<file path="config.mk">
export PLATFORM = sky130hd
export DESIGN_NAME = osc_freq_meter
export DESIGN_NICKNAME = d
export VERILOG_FILES = /design/src/rtl/osc_meter_pkg.sv /design/src/rtl/osc_edge_sync.sv /design/src/rtl/osc_freq_meter.sv
export SDC_FILE = /design/constraint.sdc
export NUM_CORES = 1
export LEC_CHECK = 0
export BUFFER_PORTS_ARGS = -buffer_cell sky130_fd_sc_hd__buf_4
export CAP_MARGIN = 10
export CORE_MARGIN = 4
export CORE_UTILIZATION = 64
export DETAILED_ROUTE_END_ITERATION = 7
export PLACE_DENSITY = 0.85
export SYNTH_ARGS = -nofsm -noshare
export SYNTH_HDL_FRONTEND = slang
export SYNTH_SLANG_ARGS = --single-unit
</file>
<file path="constraint.sdc">
create_clock -name clk -period 12.2 [get_ports clk]
set_input_delay 1.83 -clock clk [delete_from_list [all_inputs] [get_ports clk]]
set_output_delay 1.83 -clock clk [all_outputs]
set_load 0.005 [all_outputs]
</file>
<file path="src/rtl/osc_meter_pkg.sv">
// Shared types and helpers for the oscillator frequency meter:
// measurement FSM states, default widths and a saturating increment.
package osc_meter_pkg;

  typedef enum logic [1:0] {
    IDLE,
    GATE,
    DONE
  } state_e;

  localparam int unsigned CNT_W_DEF  = 16;
  localparam int unsigned GATE_W_DEF = 20;

  // Increments val, holding at max_val once it is reached.
  function automatic logic [31:0] sat_inc(input logic [31:0] val, input logic [31:0] max_val);
    return (val >= max_val) ? max_val : val + 32'd1;
  endfunction

endpackage

</file>
<file path="src/rtl/osc_edge_sync.sv">
// Two-flop synchroniser for an asynchronous oscillator input followed by a
// third flop for rising-edge detection in the clk domain.
module osc_edge_sync (
  input  logic clk,
  input  logic rst_n,
  input  logic async_i,
  output logic rise_o
);

  logic sync1_q, sync1_d;
  logic sync2_q, sync2_d;
  logic sync3_q, sync3_d;

  always_comb begin
    sync1_d = async_i;
    sync2_d = sync1_q;
    sync3_d = sync2_q;
  end

  always_ff @(posedge clk or negedge rst_n) begin
    if (!rst_n) begin
      sync1_q <= 1'b0;
      sync2_q <= 1'b0;
      sync3_q <= 1'b0;
    end else begin
      sync1_q <= sync1_d;
      sync2_q <= sync2_d;
      sync3_q <= sync3_d;
    end
  end

  assign rise_o = sync2_q & ~sync3_q;

endmodule

</file>
<file path="src/rtl/osc_freq_meter.sv">
// Counts rising edges of two divided ring-oscillator signals over a gate window
// of GATE_CYCLES clk cycles and latches both counts plus their signed difference.
// Define OSC_FREQ_METER_CONT_EN to allow DONE to re-arm directly while start is held.
module osc_freq_meter
  import osc_meter_pkg::*;
#(
  parameter int unsigned CNT_W       = CNT_W_DEF,
  parameter int unsigned GATE_W      = GATE_W_DEF,
  parameter int unsigned GATE_CYCLES = 1000
) (
  input  logic             clk,
  input  logic             rst_n,
  input  logic             osc_a,
  input  logic             osc_b,
  input  logic             start,
  output logic             busy,
  output logic             done,
  output logic             valid,
  output logic [CNT_W-1:0] cnt_a,
  output logic [CNT_W-1:0] cnt_b,
  output logic [CNT_W:0]   diff,
  output logic             ovf_a,
  output logic             ovf_b
);

  localparam logic [CNT_W-1:0]  CNT_MAX   = '1;
  localparam logic [GATE_W-1:0] GATE_LOAD = GATE_W'(GATE_CYCLES - 1);

  state_e             state_q, state_d;
  logic [GATE_W-1:0]  gate_cnt_q, gate_cnt_d;
  logic [CNT_W-1:0]   run_a_q, run_a_d, run_b_q, run_b_d;
  logic               run_ovf_a_q, run_ovf_a_d, run_ovf_b_q, run_ovf_b_d;
  logic [CNT_W-1:0]   cnt_a_q, cnt_a_d, cnt_b_q, cnt_b_d;
  logic [CNT_W:0]     diff_q, diff_d;
  logic               ovf_a_q, ovf_a_d, ovf_b_q, ovf_b_d;
  logic               valid_q, valid_d;

  logic               rise_a, rise_b;
  logic [CNT_W-1:0]   acc_a, acc_b;
  logic               acc_ovf_a, acc_ovf_b;

  osc_edge_sync u_sync_a (
    .clk     (clk),
    .rst_n   (rst_n),
    .async_i (osc_a),
    .rise_o  (rise_a)
  );

  osc_edge_sync u_sync_b (
    .clk     (clk),
    .rst_n   (rst_n),
    .async_i (osc_b),
    .rise_o  (rise_b)
  );

  // Running values including this cycle's edges; the last gate cycle latches these.
  always_comb begin
    acc_a     = rise_a ? CNT_W'(sat_inc(32'(run_a_q), 32'(CNT_MAX))) : run_a_q;
    acc_b     = rise_b ? CNT_W'(sat_inc(32'(run_b_q), 32'(CNT_MAX))) : run_b_q;
    acc_ovf_a = run_ovf_a_q | (acc_a == CNT_MAX);
    acc_ovf_b = run_ovf_b_q | (acc_b == CNT_MAX);
  end

  always_comb begin
    state_d     = state_q;
    gate_cnt_d  = gate_cnt_q;
    run_a_d     = run_a_q;
    run_b_d     = run_b_q;
    run_ovf_a_d = run_ovf_a_q;
    run_ovf_b_d = run_ovf_b_q;
    cnt_a_d     = cnt_a_q;
    cnt_b_d     = cnt_b_q;
    diff_d      = diff_q;
    ovf_a_d     = ovf_a_q;
    ovf_b_d     = ovf_b_q;
    valid_d     = valid_q;

    case (state_q)
      IDLE: begin
        if (start) begin
          state_d     = GATE;
          gate_cnt_d  = GATE_LOAD;
          run_a_d     = '0;
          run_b_d     = '0;
          run_ovf_a_d = 1'b0;
          run_ovf_b_d = 1'b0;
          valid_d     = 1'b0;
        end
      end
      GATE: begin
        run_a_d     = acc_a;
        run_b_d     = acc_b;
        run_ovf_a_d = acc_ovf_a;
        run_ovf_b_d = acc_ovf_b;
        if (gate_cnt_q == '0) begin
          state_d = DONE;
          cnt_a_d = acc_a;
          cnt_b_d = acc_b;
          diff_d  = {1'b0, acc_a} - {1'b0, acc_b};
          ovf_a_d = acc_ovf_a;
          ovf_b_d = acc_ovf_b;
          valid_d = 1'b1;
        end else begin
          gate_cnt_d = gate_cnt_q - GATE_W'(1);
        end
      end
      DONE: begin
        state_d = IDLE;
`ifdef OSC_FREQ_METER_CONT_EN
        // Re-arm without an IDLE cycle; results stay valid until overwritten.
        if (start) begin
          state_d     = GATE;
          gate_cnt_d  = GATE_LOAD;
          run_a_d     = '0;
          run_b_d     = '0;
          run_ovf_a_d = 1'b0;
          run_ovf_b_d = 1'b0;
        end
`endif
      end
      default: state_d = IDLE;
    endcase
  end

  always_ff @(posedge clk or negedge rst_n) begin
    if (!rst_n) begin
      state_q     <= IDLE;
      gate_cnt_q  <= '0;
      run_a_q     <= '0;
      run_b_q     <= '0;
      run_ovf_a_q <= 1'b0;
      run_ovf_b_q <= 1'b0;
      cnt_a_q     <= '0;
      cnt_b_q     <= '0;
      diff_q      <= '0;
      ovf_a_q     <= 1'b0;
      ovf_b_q     <= 1'b0;
      valid_q     <= 1'b0;
    end else begin
      state_q     <= state_d;
      gate_cnt_q  <= gate_cnt_d;
      run_a_q     <= run_a_d;
      run_b_q     <= run_b_d;
      run_ovf_a_q <= run_ovf_a_d;
      run_ovf_b_q <= run_ovf_b_d;
      cnt_a_q     <= cnt_a_d;
      cnt_b_q     <= cnt_b_d;
      diff_q      <= diff_d;
      ovf_a_q     <= ovf_a_d;
      ovf_b_q     <= ovf_b_d;
      valid_q     <= valid_d;
    end
  end

  assign busy  = (state_q == GATE);
  assign done  = (state_q == DONE);
  assign valid = valid_q;
  assign cnt_a = cnt_a_q;
  assign cnt_b = cnt_b_q;
  assign diff  = diff_q;
  assign ovf_a = ovf_a_q;
  assign ovf_b = ovf_b_q;

endmodule

</file>
Yosys cells after proc, flatten, opt, wreduce, memory -nomap -nowiden

Index checks and enable logic that the tools add are counted.

Bits in latches: 0
Input port bits: 5
Memory bits (read-only): 0
Bits in writable memories: 0
Memories: 0
Bits in registers: 114

Reduce and logical (&&, ||, !) cells: 8
Multiplexer cells: 18
Multiply operators: 0
Bitwise gates (word level): 6
Shifts and indexed selects: 0
Eq/ne operators: 7
Add/subtract/negate cells: 4
Divide/modulo/power cells: 0
Magnitude comparators: 2

Operators by type and width:

| operator              | count |
|---|---|
| $mux 16               | 5 |
| $pmux 16 s2           | 2 |
| $mux 20               | 2 |
| $pmux 20 s2           | 1 |
| $add 16x1->16 const B | 2 |
| $eq 16x16->1 const B  | 2 |
| $ge 16x16->1 const B  | 2 |
| $logic_not 20->1      | 1 |
| $sub 20x1->20 const B | 1 |
| $sub 16x16->17        | 1 |
| $pmux 1 s2            | 3 |
| $reduce_and 2->1      | 3 |
| $reduce_and 3->1      | 2 |
| $mux 2                | 2 |
| $ne 2x2->1 const B    | 2 |
| $pmux 2 s2            | 1 |
| $and 1x1->1           | 2 |
| $eq 2x1->1 const B    | 1 |
| $eq 2x2->1 const B    | 1 |
| $logic_not 2->1       | 1 |
| $mux 1                | 2 |
| $ne 2x1->1 const B    | 1 |
| $not 1->1             | 2 |
| $or 1x1->1            | 2 |
| $reduce_bool 2->1     | 1 |

Longest topological paths before layout

Gate-level depths: netlist of run 1.

Depth after elaboration: 6
Mapped depth: 21

Modules after synthesis

A second synthesis of run 1 with hierarchy kept.

Cell total of the unflattened synthesis: 675
Area total of the unflattened synthesis: 6333.6 sq um

Modules (own cells, without submodules):

| module         | area an instance (sq um) | cells each | sequential area each (sq um) | instances |
|---|---|---|---|---|
| osc_freq_meter | 6155.9                   | 667        | 2702.6                       | 1 |
| osc_edge_sync  | 88.8                     | 4          | 75.1                         | 2 |

Worst setup path after synthesis of run 1

No wires, ideal clock.

Kind: register -> register
From: register run_a_q[0]
To: register diff_q[14], in the netlist diff[14]
Stages on the path, launching flop included: 22
Arrival: 4.006 ns
Library setup time: 0.069 ns
Setup slack: 8.125 ns
Required time: 12.131 ns
Period minus slack after synthesis: 4.075 ns
Cells stage by stage: dfrtp_1 -> ha_1 -> and4b_1 -> nand2_1 -> or2_1 -> clkbuf_1 -> nand2_1 -> inv_1 -> ha_1 -> fa_1 -> nor2b_1 -> o21ai_0 -> nand2b_1 -> maj3_2 -> maj3_2 -> clkinv_2 -> a221oi_2 -> nor2_1 -> o31ai_2 -> a221oi_2 -> or4_1 -> nand3_1

Longest elaborated chain between the ends: 4

RTL lines:

| item                                          | line                  | source |
|---|---|---|
| from (decl)                                   | osc_freq_meter.sv:31  | `logic [CNT_W-1:0] run_a_q, run_a_d, run_b_q, run_b_d;` |
| from (signal assigned)                        | osc_freq_meter.sv:142 | `run_a_q <= run_a_d;` |
| $add 16x1->16 or $ge 16x16->1 (tied branches) | osc_meter_pkg.sv:16   | `return (val >= max_val) ? max_val : val + 32'd1;` |
| $mux 16                                       | osc_meter_pkg.sv:16   |  |
| $mux 16 (*)                                   | osc_freq_meter.sv:58  | `acc_a = rise_a ? CNT_W'(sat_inc(32'(run_a_q), 32'(CNT_MAX))) : run_a_q;` |
| $sub 16x16->17 (*)                            | osc_freq_meter.sv:99  | `diff_d = {1'b0, acc_a} - {1'b0, acc_b};` |
| to (signal assigned)                          | osc_freq_meter.sv:148 | `diff_q <= diff_d;` |
| to (decl)                                     | osc_freq_meter.sv:34  | `logic [CNT_W:0] diff_q, diff_d;` |

Mark *: on every way between the ends. The rest lies on a longest branch, timed or not.
A chain may end at the register's enable or synchronous reset.

Final worst setup path of run 1

From: register run_b_q[3]
To: register diff_q[16], in the netlist diff[16]

Longest elaborated chain between the ends: 4

RTL lines:

| item                                          | line                  | source |
|---|---|---|
| from (decl)                                   | osc_freq_meter.sv:31  |  |
| from (signal assigned)                        | osc_freq_meter.sv:143 | `run_b_q <= run_b_d;` |
| $add 16x1->16 or $ge 16x16->1 (tied branches) | osc_meter_pkg.sv:16   |  |
| $mux 16                                       | osc_meter_pkg.sv:16   |  |
| $mux 16 (*)                                   | osc_freq_meter.sv:59  | `acc_b = rise_b ? CNT_W'(sat_inc(32'(run_b_q), 32'(CNT_MAX))) : run_b_q;` |
| $sub 16x16->17 (*)                            | osc_freq_meter.sv:99  |  |

Marked as above.

==> impl_metrics.json, run 1 <==
{
  "leakage_nw": 3.349,
  "seq_area_frac_synth_pct": 46.08,
  "relSlewSlack_pct": 32.85,
  "peakVddDrop_uv": 139.8,
  "finalHoldViolCount": 0,
  "cts_buffers": 17,
  "ys_warn_count": 0,
  "crit_family": "compound AO/OA/AOI/OAI gates",
  "syn_to_final_growth_pct": 18.61,
  "status": "finished clean",
  "routabilityCongestion": 0.9436,
  "cts_tree": "done",
  "grt_pass1_wl_mm": 27.63,
  "final_util_pct": 78.73,
  "ctsResizeCount": 0,
  "use_met2_pct": 50.72,
  "diodes": 0,
  "h-tree-depth": 4,
  "area.sequential_um2": 2853,
  "worstHoldPathType": "reg2reg",
  "rsz0062_at_grt": "false",
  "synth_edf_count": 0,
  "wl_mm": 16.47,
  "multi_input_area_um2": 3186,
  "hold_start": "u_sync_b.sync1_q",
  "worstSkewPairLatency_ns": 0.52,
  "r2r_slack_ns": 7.52,
  "dp_hpwl_mm": 11.13,
  "path_buf_inv": 1,
  "antenna_found_initial": 0,
  "r2r_end": "diff[16]",
  "first_global_vias": 5533,
  "grt.busiest_layer": "met2",
  "setup.worst_path.class": "reg2reg",
  "drive_above_1_share_pct": 17.51,
  "drt_iter0_drc": 459,
  "fp.coreArea_um2": 9328,
  "grt_util_met3_pct": 5.343,
  "fmax_ghz": 0.2137,
  "final.setup_skew_ns": 0.01356,
  "ys_seq_elements": 114,
  "rows": 35,
  "r2r_cells": 17,
  "final_antenna_net_count": 0,
  "n_fill_cell": 629,
  "power_mw": 1.461,
  "period_minus_slack_ns": 4.680,
  "cts_num_sinks": 114,
  "postCtsSetupBuffers": 0,
  "crit_arrival_ns": 5.09,
  "post-route-period-util_pct": 38.36,
  "grt_max_degree": 94,
  "place.port_buffers": 58,
  "drc": 0,
  "async_reset_ff_share_pct": 100.0,
  "fin_setup_tns_ns": 0,
  "syn_nets": 695,
  "die_w_um": 106.4,
  "die-area_um2": 11310,
  "crit_path_top_delay_cell": "nor4_4",
  "ys_types": 72,
  "grt_remaining_overflow": 0,
  "worst_setup_path_end_kind": "register",
  "yosys.area.top_type_share_pct": 46.08,
  "cts_hold_buf": 0,
  "cp_slowest_stage_delay_ns": 0.56,
  "root_buffer": "clkbuf_8",
  "fin_nets": 750,
  "worst_pin_slew_ns": 1.004,
  "die_y_um": 106.4,
  "setup_violations": 0,
  "crit_fanout": 8,
  "synth_cells": 680,
  "finalMaxSlewViolations": 0,
  "worstReg2RegStart": "run_b_q[3]",
  "cp-start-kind": "register",
  "grtUsageTotal_pct": 30.85,
  "use_met1_pct": 40.58,
  "vias": 5492,
  "wl_per_cell_um": 18.78,
  "via_per_inst": 6.262,
  "first_pass_iters": 8,
  "hold_depth": 0,
  "power.density_nw_per_um2": 198.9,
  "maxCapViolCount": 0,
  "num_io_pins": 59,
  "yosys.area.top_type": "dfrtp_1",
  "synthTopCellsByCount": "nand2_1, dfrtp_1, o21ai_0, nor2_1, xnor2_1",
  "synth.most_common_cell": "nand2_1",
  "avgSynthCellArea_um2": 9.104,
  "ys_top_cells_by_area": "dfrtp_1, nand2_1, o21ai_0",
  "required_ns": 12.61,
  "clockBufferDepth": 2,
  "synth_ff_type": "dfrtp_1",
  "clkTransAtPathRegs_ns": 0.06,
  "initial_core_util_pct": 66.37,
  "crit_chain": "nand4_2 > nor4_4 > or2b_2 > o21ai_0 > ha_1 > nor2b_1 > o21ai_0 > nand2b_1 > maj3_2 > maj3_2 > clkinv_2 > a221oi_2 > o31ai_1 > o211ai_1 > a221oi_2 > o21ai_1 > o41ai_2",
  "syn_area_um2": 6191,
  "whs_endpoint": "u_sync_b.sync2_q"
}
report_power, final:
group	switching, mW	leakage (nW)	internal [mW]
clock network	0.175	0.308	0.353
logic	0.277	1.53	0.180
registers	0.0580	1.51	0.418
cells by family (layout without fill, tap and decap cells):
group	count (synthesis)	after routing	synth area share, %
simple gates	296	296	23.85
compound gates	159	159	16.11
flops	114	114	46.08
xor+xnor	46	46	6.508
buf+inv	39	107	2.526
fa+ha+maj	14	14	2.850
mux	12	12	2.082
worst max-delay path by stage:
| stage | start | endpoint | slack (ns) | depth (start not counted) |
|---|---|---|---|---|
| 6_report | run_b_q[3] | diff[16] | 7.52 | 17 |
| 4_1_cts | run_b_q[3] | diff[16] | 7.65 | 17 |
| 2_1_floorplan | run_a_q[0] | diff[14] | 8.12 | 21 |
| 5_1_grt | run_a_q[0] | diff[16] | 7.20 | 18 |
| 3_5_place_dp | run_b_q[3] | diff[16] | 7.71 | 17 |
| 3_3_place_gp | run_b_q[3] | diff[16] | 7.84 | 17 |
stage by stage:
| stage | std cells | setup WS (ns) | cell area [µm²] | hold slack (ns) |
|---|---|---|---|---|
| floorplan | 680 | 8.125 | 6191 | 0.3312 |
| global placement | 845 | 7.840 | 6715 | 0.3381 |
| detailed placement | 845 | 7.713 | 6715 | 0.3440 |
| CTS | 877 | 7.650 | 7343 | 0.3564 |
| global route | 877 | 7.197 | 7343 | 0.3767 |
| finish | 877 | 7.520 | 7343 | 0.3540 |
layer usage:
layer / wire, µm / vias up / share of wire, %
li1: - / 2509 / -
met1: 6711 / 2664 / 41
met2: 7912 / 266 / 48
met3: 1395 / 53 / 8.5
met4: 448 / 0 / 2.7
met5: 0 / - / 0
cell type report:
cell class	instances	area share, %
timing repair buffer	62	6.338
clock buffer	23	6.492
sequential	114	38.85
multi-input combinational	527	43.38
tap	129	2.198
inverter	13	0.6815
clock inverter	9	2.062
layout by cell type, fill, tap and decap left out, types with 4 or more instances in the layout:
master	Yosys	routed
a21oi_1	24	24
a22o_1	8	8
and2_1	9	9
and3_1	9	9
buf_4	2	62
bufinv_16	0	4
clkbuf_16	0	16
clkbuf_8	0	5
clkinv_2	1	4
dfrtp_1	114	114
ha_1	9	9
inv_1	11	11
mux2_2	7	7
mux2i_1	5	5
nand2_1	121	121
nand2b_1	8	8
nand3_1	21	21
nand3b_1	5	5
nand4_1	7	7
nor2_1	51	51
nor2b_1	11	11
nor3_1	12	12
nor4_1	9	9
o21a_1	6	6
o21ai_0	82	82
o21ai_1	6	6
o31ai_1	4	4
or2_2	4	4
or3_1	4	4
xnor2_1	34	34
xor2_1	12	12
state kept, by name, summed over array words and instances, names as in the netlist:
signal,flops
gate_cnt_q,20
diff,17
cnt_a,16
cnt_b,16
run_a_q,16
run_b_q,16
state_q,2
ovf_a,1
ovf_b,1
run_ovf_a_q,1
run_ovf_b_q,1
u_sync_a.sync1_q,1
u_sync_a.sync2_q,1
u_sync_a.sync3_q,1
u_sync_b.sync1_q,1
u_sync_b.sync2_q,1
u_sync_b.sync3_q,1
valid,1
Note: power is estimated with default switching activity, not from simulation.
==> inputs of run 2 (changes only) <==
Settings changed: ABC_AREA set to 1, CORE_UTILIZATION 64 to 54, PLACE_DENSITY 0.85 to 0.76.
Clock period 12.2 ns to 3.8 ns, I/O delays scaled along.
==> run 2 against run 1 <==
Maximum frequency increased by 41%. Setup slack got worse by 7.0 ns. Design area increased by 6.4%. Clock-buffer cell count unchanged. Via count increased by 9.7%. Total power increased to 3.6 times the previous value. Non-clock buffer count increased by 2. Clock power increased to 3.2 times the previous value.
==> impl_metrics.json, run 2 <==
{
  "status": "finished clean",
  "rows": 40,
  "post-route-period-util_pct": 87.37,
  "wl_met3_mm": 1.098,
  "cp_common_cell": "nand2_1",
  "ys_seq_elements": 114,
  "cp-start-kind": "register",
  "synth_ff_type": "dfrtp_1",
  "first_global_vias": 5816,
  "place_inst": 1072,
  "rsz0062_at_grt": "false",
  "fin_cells": 1104,
  "synthTopCellsByCount": "nand2_1, dfrtp_1, inv_1, nand3_1, nor2_1",
  "cts_num_sinks": 114,
  "routabilityCongestion": 0.9332,
  "syn_area_um2": 6583,
  "cts_buffers": 17,
  "postCtsSetupBuffers": 0,
  "stdcell_area_um2": 7815,
  "async_reset_ff_share_pct": 100.0,
  "maxCapViolCount": 0,
  "final.setup_skew_ns": 0.01104,
  "synth_edf_count": 0,
  "synth.most_common_cell": "nand2_1",
  "top_register": "gate_cnt_q",
  "hold_slack_ns": 0.2414,
  "seq_area_frac_synth_pct": 43.34,
  "syn_nets": 894,
  "syn_to_final_growth_pct": 18.72,
  "power.density_nw_per_um2": 682.2,
  "peakVddDrop_uv": 394.2,
  "largest_register_ffs": 20,
  "grt_remaining_overflow": 0,
  "clkTransAtPathRegs_ns": 0.05,
  "diodes": 0,
  "worst_setup_path_end_kind": "register",
  "worstReg2RegStart": "run_a_q[0]",
  "synth_cells": 879,
  "num_io_pins": 59,
  "grtUsageTotal_pct": 25.67,
  "initial_core_util_pct": 55.03,
  "cts_hold_buf": 0,
  "crit_arrival_ns": 3.63,
  "wl_met1_mm": 7.591,
  "place.port_buffers": 58,
  "crit_chain": "ha_1 > nand3_2 > nor2_8 > nand4_4 > nand3_1 > inv_1 > ha_1 > fa_1 > o21ai_0 > nand3_2 > nand2_1 > nand2_2 > o21bai_2 > nand2_1 > nand2_1 > nand2_1 > nand3_1 > nand2_1",
  "h-tree-depth": 4,
  "relSlewSlack_pct": 27.79,
  "yosys.area.top_type": "dfrtp_1",
  "setup_violations": 0,
  "die_w_um": 118.4,
  "required_ns": 4.11,
  "fin_nets": 959,
  "wl_per_cell_um": 15.38,
  "ys_types": 36,
  "ys_top_cells_by_area": "dfrtp_1, nand2_1, inv_1",
  "antenna_found_initial": 0,
  "worstSkewPairLatency_ns": 0.43,
  "fin_setup_tns_ns": 0,
  "finalMaxSlewViolations": 0,
  "crit_family": "simple AND/OR/NAND/NOR gates",
  "ys_warn_count": 0,
  "drc": 0,
  "final_util_pct": 65.33,
  "yosys.area.top_type_share_pct": 43.34,
  "met2WireLength_mm": 7.891,
  "root_buffer": "clkbuf_16",
  "final_common_cell": "nand2_1",
  "drive_above_1_share_pct": 17.45,
  "finalHoldViolCount": 0,
  "clockBufferDepth": 2,
  "via_per_inst": 5.459,
  "die_y_um": 118.4,
  "path_buf_inv": 1,
  "first_pass_iters": 5,
  "cp_slowest_stage_delay_ns": 0.41,
  "place_area_um2": 7176,
  "fmax_ghz": 0.3012,
  "wl_mm": 16.99,
  "final_antenna_net_count": 0,
  "grt_pass1_wl_mm": 28.88,
  "fp.coreArea_um2": 11960,
  "vias": 6027,
  "worst_pin_slew_ns": 1.082,
  "crit_fanout": 17,
  "setup.worst_path.class": "reg2reg",
  "avgSynthCellArea_um2": 7.489,
  "die-area_um2": 14020,
  "final_cell_mix": "nand2_1, dfrtp_1, inv_1, nand3_1, nor2_1",
  "cts_tree": "done",
  "worstHoldPathType": "in2async",
  "dp_hpwl_mm": 12.14,
  "crit_path_top_delay_cell": "fa_1",
  "grt_max_degree": 67,
  "leakage_nw": 4.176,
  "drt_iter0_drc": 518,
  "dr.max_layer_used": "met4",
  "ctsResizeCount": 0,
  "period_minus_slack_ns": 3.320,
  "startpoint": "run_a_q[0]"
}
run 2: cell types whose count changed in the layout (fill, tap and decap cells not counted), moves of 13 or more:
cell | previous run | this run
nand2_1 | 121 | 248
inv_1 | 11 | 108
nand3_1 | 21 | 73
xnor2_1 | 34 | 3
o22ai_1 | 1 | 28
o21ai_0 | 82 | 63
nand2_2 | 0 | 17
nand3_2 | 0 | 14
nor2_1 | 51 | 64
nor2_2 | 0 | 13
run 2: worst paths after layout:
check / endpoint / slack (ns) / depth (start not counted)
worst max-delay path: diff[12] / 0.48 / 18
worst min-delay path: run_b_q[14] / 0.24 / 1
worst max register to register: diff[12] / 0.48 / 18
worst min register to register: u_sync_a.sync2_q / 0.35 / 0
max in group asynchronous: cnt_b[0] / 2.67 / 3
min in group clk: u_sync_a.sync1_q / 0.26 / 1
run 2: power breakdown:
part	internal, mW	switching (mW)	total, mW
Combinational	0.649	1.46	2.11
Sequential	1.35	0.158	1.50
Clock	1.16	0.551	1.71
Total	3.16	2.17	5.33
run 2: final cells by class:
class                   count  area [µm²]
clock buffers              23       488.0
inverters                 121       454.2
well taps                 147       183.9
repair buffers             64       493.0
multi-input cells         626        3192
flip-flops and latches    114        2853
fillers                  1070        4146
clock inverters             9       151.4
run 2: per-layer routing:
layer	vias to the layer above	track usage (%)
li1	2985	-
met1	2795	34.09
met2	206	39.73
met3	41	7.990
met4	0	9.341
met5	-	0
run 2: worst reg2reg max path, stage by stage (launching register included):
cell,delay (ns)
dfrtp_1,0.40
ha_1,0.18
nand3_2,0.15
nor2_8,0.20
nand4_4,0.25
nand3_1,0.15
inv_1,0.09
ha_1,0.23
fa_1,0.41
o21ai_0,0.30
nand3_2,0.12
nand2_1,0.09
nand2_2,0.09
o21bai_2,0.17
nand2_1,0.11
nand2_1,0.09
nand2_1,0.05
nand3_1,0.08
nand2_1,0.05
run 2: kinds of logic after synthesis:
| kind of cell | share of synthesized area, % |
|---|---|
| and+or+nand+nor | 34.16 |
| DFF | 43.34 |
| adders and majority gates | 2.015 |
| buffers and inverters | 8.173 |
| AOI/OAI and AO/OA | 10.99 |
| xor gates and xnor gates | 1.331 |
run 2: metrics by stage:
step	setup WS [ns]	power [mW]
final	0.4801	5.331
after CTS	0.5053	5.311
after global routing	0.1590	5.708
after global placement	0.6056	3.556
after detailed placement	0.5609	3.568
after floorplan	0.8643	3.078
